`src/rtl/serial_add_ctrl.sv`:
```
// -----------------------------------------------------------------------------
// serial_add_ctrl
//
// Bit-serial addition sequencer. It adds two WIDTH-bit operands and a carry-in
// by time-sharing one external 1-bit full adder cell, one bit pair per clock,
// LSB first.
//
// A start handshake (start=1 while ready=1) latches a, b and ci. The sequencer
// then spends WIDTH cycles in RUN. In each RUN cycle it presents opa[0],
// opb[0] and the running carry to the adder cell. It recirculates add_co into
// the carry flop and shifts add_s into the MSB of the sum register. One DONE
// cycle follows, pulsing done, and the sequencer then returns to IDLE.
//
// Ports
//   clk      in   system clock, rising edge
//   reset    in   asynchronous active-high reset
//   start    in   request, accepted only while ready=1
//   a, b     in   WIDTH-bit operands, sampled on the accepting edge
//   ci       in   carry-in, sampled on the accepting edge
//   ready    out  high in IDLE
//   busy     out  high in RUN
//   done     out  one-cycle pulse; sum/co valid from this cycle on
//   sum      out  WIDTH-bit result, held until the next operation runs
//   co       out  final carry-out, held until the next operation completes
//   add_a    out  operand A bit to the adder cell
//   add_b    out  operand B bit to the adder cell
//   add_ci   out  carry to the adder cell
//   add_s    in   sum bit from the adder cell (combinational)
//   add_co   in   carry bit from the adder cell (combinational)
// -----------------------------------------------------------------------------
module serial_add_ctrl #(
    parameter int WIDTH = 8
) (
    input  logic             clk,
    input  logic             reset,
    input  logic             start,
    input  logic [WIDTH-1:0] a,
    input  logic [WIDTH-1:0] b,
    input  logic             ci,
    output logic             ready,
    output logic             busy,
    output logic             done,
    output logic [WIDTH-1:0] sum,
    output logic             co,
    output logic             add_a,
    output logic             add_b,
    output logic             add_ci,
    input  logic             add_s,
    input  logic             add_co
);

    // One extra bit so the counter can represent WIDTH itself. This also
    // keeps the width at least 1 when WIDTH=1.
    localparam int CW = $clog2(WIDTH) + 1;

    typedef enum logic [1:0] {
        IDLE = 2'd0,
        RUN  = 2'd1,
        DONE = 2'd2
    } state_t;

    state_t           state_reg, state_next;
    logic [WIDTH-1:0] opa_reg,   opa_next;
    logic [WIDTH-1:0] opb_reg,   opb_next;
    logic [WIDTH-1:0] sum_reg,   sum_next;
    logic             carry_reg, carry_next;
    logic             co_reg,    co_next;
    logic [CW-1:0]    cnt_reg,   cnt_next;

    // The sum is prepended with add_s and then shifted right by one. Taking
    // the upper WIDTH bits of this concatenation avoids a reversed part-select
    // when WIDTH=1.
    logic [WIDTH:0]   sum_shift;

    // -------------------------------------------------------------------------
    // State register
    // -------------------------------------------------------------------------
    always_ff @(posedge clk or posedge reset) begin
        if (reset) begin
            state_reg <= IDLE;
            opa_reg   <= '0;
            opb_reg   <= '0;
            sum_reg   <= '0;
            carry_reg <= 1'b0;
            co_reg    <= 1'b0;
            cnt_reg   <= '0;
        end else begin
            state_reg <= state_next;
            opa_reg   <= opa_next;
            opb_reg   <= opb_next;
            sum_reg   <= sum_next;
            carry_reg <= carry_next;
            co_reg    <= co_next;
            cnt_reg   <= cnt_next;
        end
    end

    // -------------------------------------------------------------------------
    // Next-state and datapath
    // -------------------------------------------------------------------------
    always_comb begin
        state_next = state_reg;
        opa_next   = opa_reg;
        opb_next   = opb_reg;
        sum_next   = sum_reg;
        carry_next = carry_reg;
        co_next    = co_reg;
        cnt_next   = cnt_reg;
        sum_shift  = {add_s, sum_reg};

        case (state_reg)
            IDLE: begin
                if (start) begin
                    opa_next   = a;
                    opb_next   = b;
                    carry_next = ci;
                    cnt_next   = '0;
                    state_next = RUN;
                end
            end

            RUN: begin
                sum_next   = sum_shift[WIDTH:1];
                carry_next = add_co;
                opa_next   = opa_reg >> 1;
                opb_next   = opb_reg >> 1;
                cnt_next   = cnt_reg + CW'(1);
                // The last bit pair is being summed. Its carry-out is the
                // final carry of the whole addition.
                if (cnt_reg == CW'(WIDTH - 1)) begin
                    co_next    = add_co;
                    state_next = DONE;
                end
            end

            DONE: begin
                state_next = IDLE;
            end

            default: begin
                state_next = IDLE;
            end
        endcase
    end

    // -------------------------------------------------------------------------
    // Outputs: all decoded from registers, so the adder drive is glitch-free
    // and is forced low outside RUN.
    // -------------------------------------------------------------------------
    assign ready  = (state_reg == IDLE);
    assign busy   = (state_reg == RUN);
    assign done   = (state_reg == DONE);
    assign sum    = sum_reg;
    assign co     = co_reg;
    assign add_a  = busy & opa_reg[0];
    assign add_b  = busy & opb_reg[0];
    assign add_ci = busy & carry_reg;

endmodule

```
`config.mk`:
```
export PLATFORM = sky130hd
export DESIGN_NAME = serial_add_ctrl
export DESIGN_NICKNAME = d
export VERILOG_FILES = /design/src/rtl/serial_add_ctrl.sv
export SDC_FILE = /design/constraint.sdc
export NUM_CORES = 1
export LEC_CHECK = 0
export BUFFER_PORTS_ARGS = -buffer_cell sky130_fd_sc_hd__buf_2
export CORE_MARGIN = 3
export CORE_UTILIZATION = 43
export DETAILED_ROUTE_END_ITERATION = 8
export PLACE_DENSITY_LB_ADDON = 0.08
export SLEW_MARGIN = 20
export SYNTH_ARGS = -nofsm -noshare
export SYNTH_HDL_FRONTEND = slang
export SYNTH_SLANG_ARGS = --single-unit
```
`constraint.sdc`:
```
create_clock -name clk -period 3.8 [get_ports clk]
set_clock_uncertainty 0.15 [all_clocks]
set_input_delay 0.19 -clock clk [delete_from_list [all_inputs] [get_ports clk]]
set_output_delay 0.19 -clock clk [all_outputs]
set_load 0.03 [all_outputs]
```
-- Word level (Yosys, flattened, before mapping)
Index checks and enable logic that the tools add are counted.
W data, S select, Z words.
- input bits: 22
- output and inout bits: 15
- latch bits: 0
- ROM bits: 0
- memories kept: 0
- memory bits (writable): 0
- register bits after elaboration: 32
- reduce and logical (&&, ||, !) cells: 5
- magnitude comparators: 0
- multiplexer cells: 11
- add/sub/neg operators: 1
- div/mod/pow operators: 0
- equality and inequality tests: 5
- shift operators: 0
- bitwise operators: 3
- multipliers: 0
- operators by type and width (cell ; number):
    $pmux W8 S2 ; 2
    $mux W8 ; 2
    $pmux W4 S2 ; 1
    $reduce_and A2 Y1 ; 3
    $add A4 B1 Y4 const B ; 1
    $eq A4 B3 Y1 const B ; 1
    $mux W2 ; 2
    $mux W4 ; 1
    $pmux W2 S2 ; 1
    $and A1 B1 Y1 ; 3
    $eq A2 B1 Y1 const B ; 1
    $eq A2 B2 Y1 const B ; 1
    $logic_not A2 Y1 ; 1
    $ne A2 B1 Y1 const B ; 1
    $ne A2 B2 Y1 const B ; 1
    $pmux W1 S2 ; 1
    $reduce_bool A2 Y1 ; 1
    $mux W1 ; 1

-- Depth between registers and ports, before layout
Gate-level depths: netlist (run 1).
- depth in word-level cells: 3
- mapped depth: 6
- depth with buffers taken out: 4

-- Worst setup path before layout (run 1)
OpenSTA, ideal clock, no wires.
- path kind: register to output
- start: reg state_reg[1]
- end: out add_b
- buffers on the path: 2
- arrival time: 1.237 ns
- stages on the path, launching flop included: 6
- path slack: 2.223 ns
- path through: dfrtp_1 > buf_6 > nand2b_4 > inv_1 > buf_4 > and2_1
- word-level cells in the longest chain between the ends: 2
- ends and longest elaborated chain (item ; line ; source):
    start, declared ; 62 ; state_t state_reg, state_next;
    start signal, assigned ; 88 ; state_reg <= state_next;
    $eq A2 B1 Y1 ; 151 ; assign busy = (state_reg == RUN);
    named net busy ; 41 ; output logic busy,
    $and A1 B1 Y1 ; 156 ; assign add_b = busy & opb_reg[0];
    end, declared ; 46 ; output logic add_b,
The timed path passes the listed nets, and every way through them passes these cells.

-- Final worst setup path (run 1)
- start: reg state_reg[0]
- end: out add_ci
- word-level cells in the longest chain between the ends: 2
- ends and longest elaborated chain (item ; line ; source):
    $eq A2 B1 Y1 ; 151 ;
    $and A1 B1 Y1 ; 157 ; assign add_ci = busy & carry_reg;
    end, declared ; 47 ; output logic add_ci,
Every way passes these cells.

==> impl_metrics.toml, run 1 <==
[clock_network]
postCtsHoldBufs = 5
ctsResizeCount = 0
clockBufferDepth = 2
cts_made_buffers = 5
clk_latency_ns = 0.32
clkSlewWorstSetupHoldPaths_ns = 0.09
cts_sinks = 32
htreeDepth = 2
post-cts-setup-buffer-count = 0
clock-root-buffer = "clkbuf_4"
cts_tree = "done"

[synth]
synth-warning-count = 0
synth_top_area_cell = "dfrtp_1"
synth-async-reset-ratio_pct = 100
synthCells = 154
ys_ff_latch = 32
seq_area_frac_synth_pct = 52.5
syn_avg_cell_area_um2 = 9.90
synth_commonest_cells = "41 x nand2_1, 32 x dfrtp_1, 16 x a21oi_1"
synth-edff-count = 0
syn_area_mm2 = 0.00152
yosys-top-cells-area = "dfrtp_1 53%, nand2_1 10%, a21oi_1 5.3%, and3b_1 4.6%, and3b_2 4.6%"
synthMostInstantiatedCell = "nand2_1"
ys.flop_type = "dfrtp_1"
synth_top_area_share_pct = 52.5
synthDistinctLibCells = 28
mappedNetlistNets = 177

[floorplanning]
ioPinCount = 37
start_util_pct = 47.6
die_w_um = 65.5
core_mm2 = 0.00320
die-area_mm2 = 0.00429
chipHeight_um = 65.5
num_rows = 20

[global_routing]
grt.total_usage_pct = 15.8
grt_pass1_vias = 1181
grt_antenna_before_repair = 0
grt_first_pass_wirelength_um = 5280
grt-ovfl-total = 0
grt_max_degree = 38

[timing]
worstMarginPinSlew_ns = 1.08
finalSetupViolCount = 0
rsz0062_at_grt = "no"
drv_slew = 0
fmax_ghz = 0.372
fin_tns_setup_ns = 0
layout_setup_ws_ns = 1.11
slew_headroom_pct = 27.9
hold-worst-slack_ns = 0.104
post-route-period-util_pct = 70.7
hold_violations = 0
min_period_ns = 2.69

[worst_hold_path]
min_from = "b[3]"
hp-class = "input pin to register"

[setup_path]
worstPathArrival_ns = 2.35
path_class = "register to output port"
required_ns = 3.46
endpoint_kind = "output port"
regToRegStartpoint = "state_reg[0]"
cp-startpoint = "state_reg[0]"
timing.critical_path.cells = "nand2b_4 > inv_1 > and2_1 > buf_2"
critical-path-slowest-cell = "dfrtp_1"
max_stage_delay_ns = 1.07
cp_max_fo = 37
start_kind = "register"

[detailed_routing]
postRouteAntennaNets = 0
first_pass_iters = 4
dr.first_iter.drc_count = 38
vias_per_cell = 5.01
vias = 1188
drc_errors = 0
drt-wirelength-per-cell_um = 12.6
postRouteWirelength_um = 3000

[pwr]
swShare_pct = 44.4
p_per_area_mw_per_mm2 = 818
power_frac_seq_pct = 43.2
comb_power_share_pct = 43.3
ir_drop_v = 0.000489
p_switching_mw = 0.654
p_leak_nw = 0.936
internal_power_mw = 0.817
p_clk_share_pct = 13.5

[placed_design]
dp_hpwl_um = 2040
gp_congestion = 0.739
port_buffers = 36
pre_cts_ws_ns = 1.46
place_inst = 224

[layout]
instances_no_fill = 237
syn2layout_area_growth_pct = 18.0
antennaDiodeCount = 0
layout-drive-gt1-share_pct = 28.0
nFillCells = 324
final_nets = 215

[job]
drv_cap = 0

[outcome]
outcome = "finished, final reports clean"
-- path summary, 6_finish.rpt --
check / end / slack [ns] / depth (start not counted)
max: add_ci / 1.11 / 4
min: opb_reg[3] / 0.10 / 4
max reg2reg: co / 1.67 / 3
min reg2reg: opb_reg[0] / 0.33 / 2
max in group asynchronous: sum[1] / 2.88 / 4
min in group asynchronous: sum[7] / 0.33 / 4
-- logic make-up after synthesis --
family | Yosys count | synth area share [%]
flip-flops | 32 | 52.5
AO/OA/AOI/OAI | 39 | 15.2
adder cells (fa/ha/maj) | 1 | 0.821
buffers and inverters | 13 | 5.58
AND/OR/NAND/NOR | 67 | 24.4
multiplexers | 2 | 1.48
-- power by group through the flow --
| stage | clock network (mW) | registers (mW) | logic (mW) |
|---|---|---|---|
| after floorplan | 0 | 0.652 | 0.502 |
| after global placement | 0 | 0.634 | 0.622 |
| after detailed placement | 0 | 0.642 | 0.642 |
| after CTS | 0.208 | 0.636 | 0.649 |
| after global routing | 0.223 | 0.665 | 0.710 |
| final | 0.199 | 0.635 | 0.637 |
-- cell type report --
| class | count | area [µm²] | area share [%] |
|---|---|---|---|
| clock buffer | 8 | 58.8 | 3.27 |
| inverter | 2 | 7.51 | 0.418 |
| tap | 44 | 55.1 | 3.06 |
| timing repair buffer | 42 | 238 | 13.2 |
| multi-input combinational | 109 | 638 | 35.5 |
| sequential | 32 | 801 | 44.5 |
-- metrics by stage --
stage / total power, mW / util (%) / cell area (µm²)
floorplan: 1.15 / - / 1520
global placement: 1.26 / 52.7 / 1690
detailed placement: 1.28 / 52.7 / 1690
CTS: 1.49 / 56.1 / 1800
global route: 1.60 / 56.1 / 1800
finish: 1.47 / 56.1 / 1800
-- cell usage in the layout (no fill, tap or decap) --
cell	synthesis	final
nand2_1	41	41
buf_2	4	36
dfrtp_1	32	32
a21oi_1	16	16
and3b_1	8	8
o21ai_1	8	8
o21ai_0	8	8
and3b_2	7	7
clkbuf_4	0	5
dlygate4sd3_1	0	5
nor2_1	3	3
and2_1	3	3
inv_1	2	2
a32o_1	2	2
a22o_1	2	2
clkbuf_1	1	2
o21bai_4	1	1
nand3_1	1	1
nand2b_4	1	1
and2_0	1	1
a22oi_1	1	1
o31ai_1	1	1
nor3_4	1	1
mux2_1	1	1
nor2b_1	1	1
mux2_2	1	1
ha_1	1	1
clkbuf_8	0	1
buf_4	2	1
-- layer usage --
metal | track usage (%) | share of wire [%] | wire length (µm)
met5 | 0 | 0 | 0
met4 | 5.44 | 0.67 | 20
met3 | 4.96 | 5.5 | 166
met2 | 26.2 | 48 | 1440
met1 | 19.4 | 46 | 1370
-- worst max-delay path, delay by kind of cell, from the launching register on --
| family | cells | cell delay [ns] |
|---|---|---|
| simple gates | 2 | 0.41 |
| flops | 1 | 1.07 |
| buf+inv | 2 | 0.55 |
Note: power is estimated with default switching activity, not from simulation.
==> run 2, diff against run 1 <==
- clock period: 3.8 -> 2.4 ns (I/O delays scaled with it)
==> impl_metrics.toml, run 2 (synthesis gave the netlist of run 1 again) <==
[outcome]
outcome = "finished, final reports clean"

[pwr]
ir_drop_v = 0.000707
p_leak_nw = 0.941
fin_total_pwr_mw = 2.29
p_per_area_mw_per_mm2 = 1270

[clock_network]
cts_sinks = 32
post-cts-setup-buffer-count = 0
clkSlewWorstSetupHoldPaths_ns = 0.09
cts_tree = "done"
clockBufferDepth = 2
postCtsHoldBufs = 5
ctsResizeCount = 0
cts_made_buffers = 5
clock-root-buffer = "clkbuf_4"
clk_latency_ns = 0.31
htreeDepth = 2

[placed_design]
gp_congestion = 0.719
dp_hpwl_um = 2030
place_inst = 227
port_buffers = 36

[timing]
hold-worst-slack_ns = 0.0384
fmax_ghz = 0.497
slew_headroom_pct = 65.7
hold_violations = 0
finalSetupViolCount = 0
min_period_ns = 2.01
drv_slew = 0
post-route-period-util_pct = 83.8
worstMarginPinSlew_ns = 0.512
fin_tns_setup_ns = 0
rsz0062_at_grt = "no"

[setup_path]
r2r_cells = 4
max_stage_delay_ns = 0.55
crit_end = "add_ci"
worstPathArrival_ns = 1.74
timing.critical_path.cells = "nand2b_4 > inv_1 > and2_1 > buf_2"
critical-path-slowest-cell = "dfrtp_1"
path_class = "register to output port"
cp_max_fo = 13
cp.depth = 4
crit_buf_inv = 2
endpoint_kind = "output port"
cp-startpoint = "state_reg[0]"
timing.rr.end = "cnt_reg[3]"
required_ns = 2.13
regToRegStartpoint = "state_reg[0]"
start_kind = "register"
cpLargestDelayFamily = "flip-flops"
rrSetupSlack_ns = 0.70

[detailed_routing]
first_pass_iters = 4
vias_per_cell = 5.04
vias = 1194
postRouteWirelength_um = 2890
drc_errors = 0
dr.first_iter.drc_count = 67
drt-wirelength-per-cell_um = 12.2
postRouteAntennaNets = 0

[floorplanning]
chipHeight_um = 65.5
die-area_mm2 = 0.00429
die_w_um = 65.5
num_rows = 20
start_util_pct = 47.6
ioPinCount = 37
core_mm2 = 0.00320

[layout]
layout_commonest_cell = "nand2_1"
nFillCells = 317
final_nets = 218
layout-drive-gt1-share_pct = 29.0
antennaDiodeCount = 0
syn2layout_area_growth_pct = 18.1
instances_no_fill = 237
ff_latch_area_um2 = 801
layout_common_cells = "41 x nand2_1, 36 x buf_2, 32 x dfrtp_1"
utilization_pct = 56.2
multi_input_area_um2 = 638

[global_routing]
grt_antenna_before_repair = 0
grt_pass1_vias = 1158
grt-ovfl-total = 0
grt_max_degree = 33
grt.total_usage_pct = 15.5
grt_first_pass_wirelength_um = 5130

[job]
drv_cap = 0

[worst_hold_path]
min_from = "a[0]"
hp-class = "input pin to register"
-- run 2: cell count changes in the layout (fill, tap and decap cells not counted), sizes merged --
cell / change
clkbuf: -3
buf: +3
-- run 2: worst min path at each step --
stage / endpoint / slack [ns] / cells past startpoint
after floorplan: sum[7] / 0.08 / 2
after global placement: co / 0.07 / 3
after detailed placement: co / 0.07 / 3
after CTS: opa_reg[0] / 0.02 / 4
after global routing: opa_reg[2] / 0.05 / 4
final: opa_reg[0] / 0.04 / 4
-- run 2: report_power, final --
part           total [mW]  leakage [nW]  switching, mW  internal (mW)
logic                1.10         0.508          0.699          0.405
registers           0.931         0.409          0.164          0.767
clock network       0.253        0.0230          0.155         0.0977
-- run 2: final cells by class --
| cell class | instances | area share, % |
|---|---|---|
| well taps | 44 | 3.06 |
| multi-input cells | 109 | 35.5 |
| flip-flops and latches | 32 | 44.5 |
| repair buffers | 45 | 14.5 |
| inverters | 2 | 0.417 |
| clock buffers | 5 | 2.09 |
-- run 2: worst reg2reg max path: stages, from the launching register on --
cell and delay, ns:
dfrtp_1 0.50, buf_4 0.25, o21bai_4 0.46, a22oi_1 0.17, o31ai_1 0.09
-- run 2: metrics by stage --
step | setup slack (ns) | area (µm²)
floorplan | 0.832 | 1520
global placement | 0.735 | 1710
detailed placement | 0.699 | 1710
CTS | 0.341 | 1800
global route | 0.195 | 1800
finish | 0.389 | 1800
-- run 2: metal layers --
layer  routed length, µm  vias to the layer above  GRT usage (%)
li1                    -                      601              -
met1                1360                      559           20.7
met2                1330                       29           23.9
met3                 161                        5           4.10
met4                  38                        0           6.22
met5                   0                        -              0
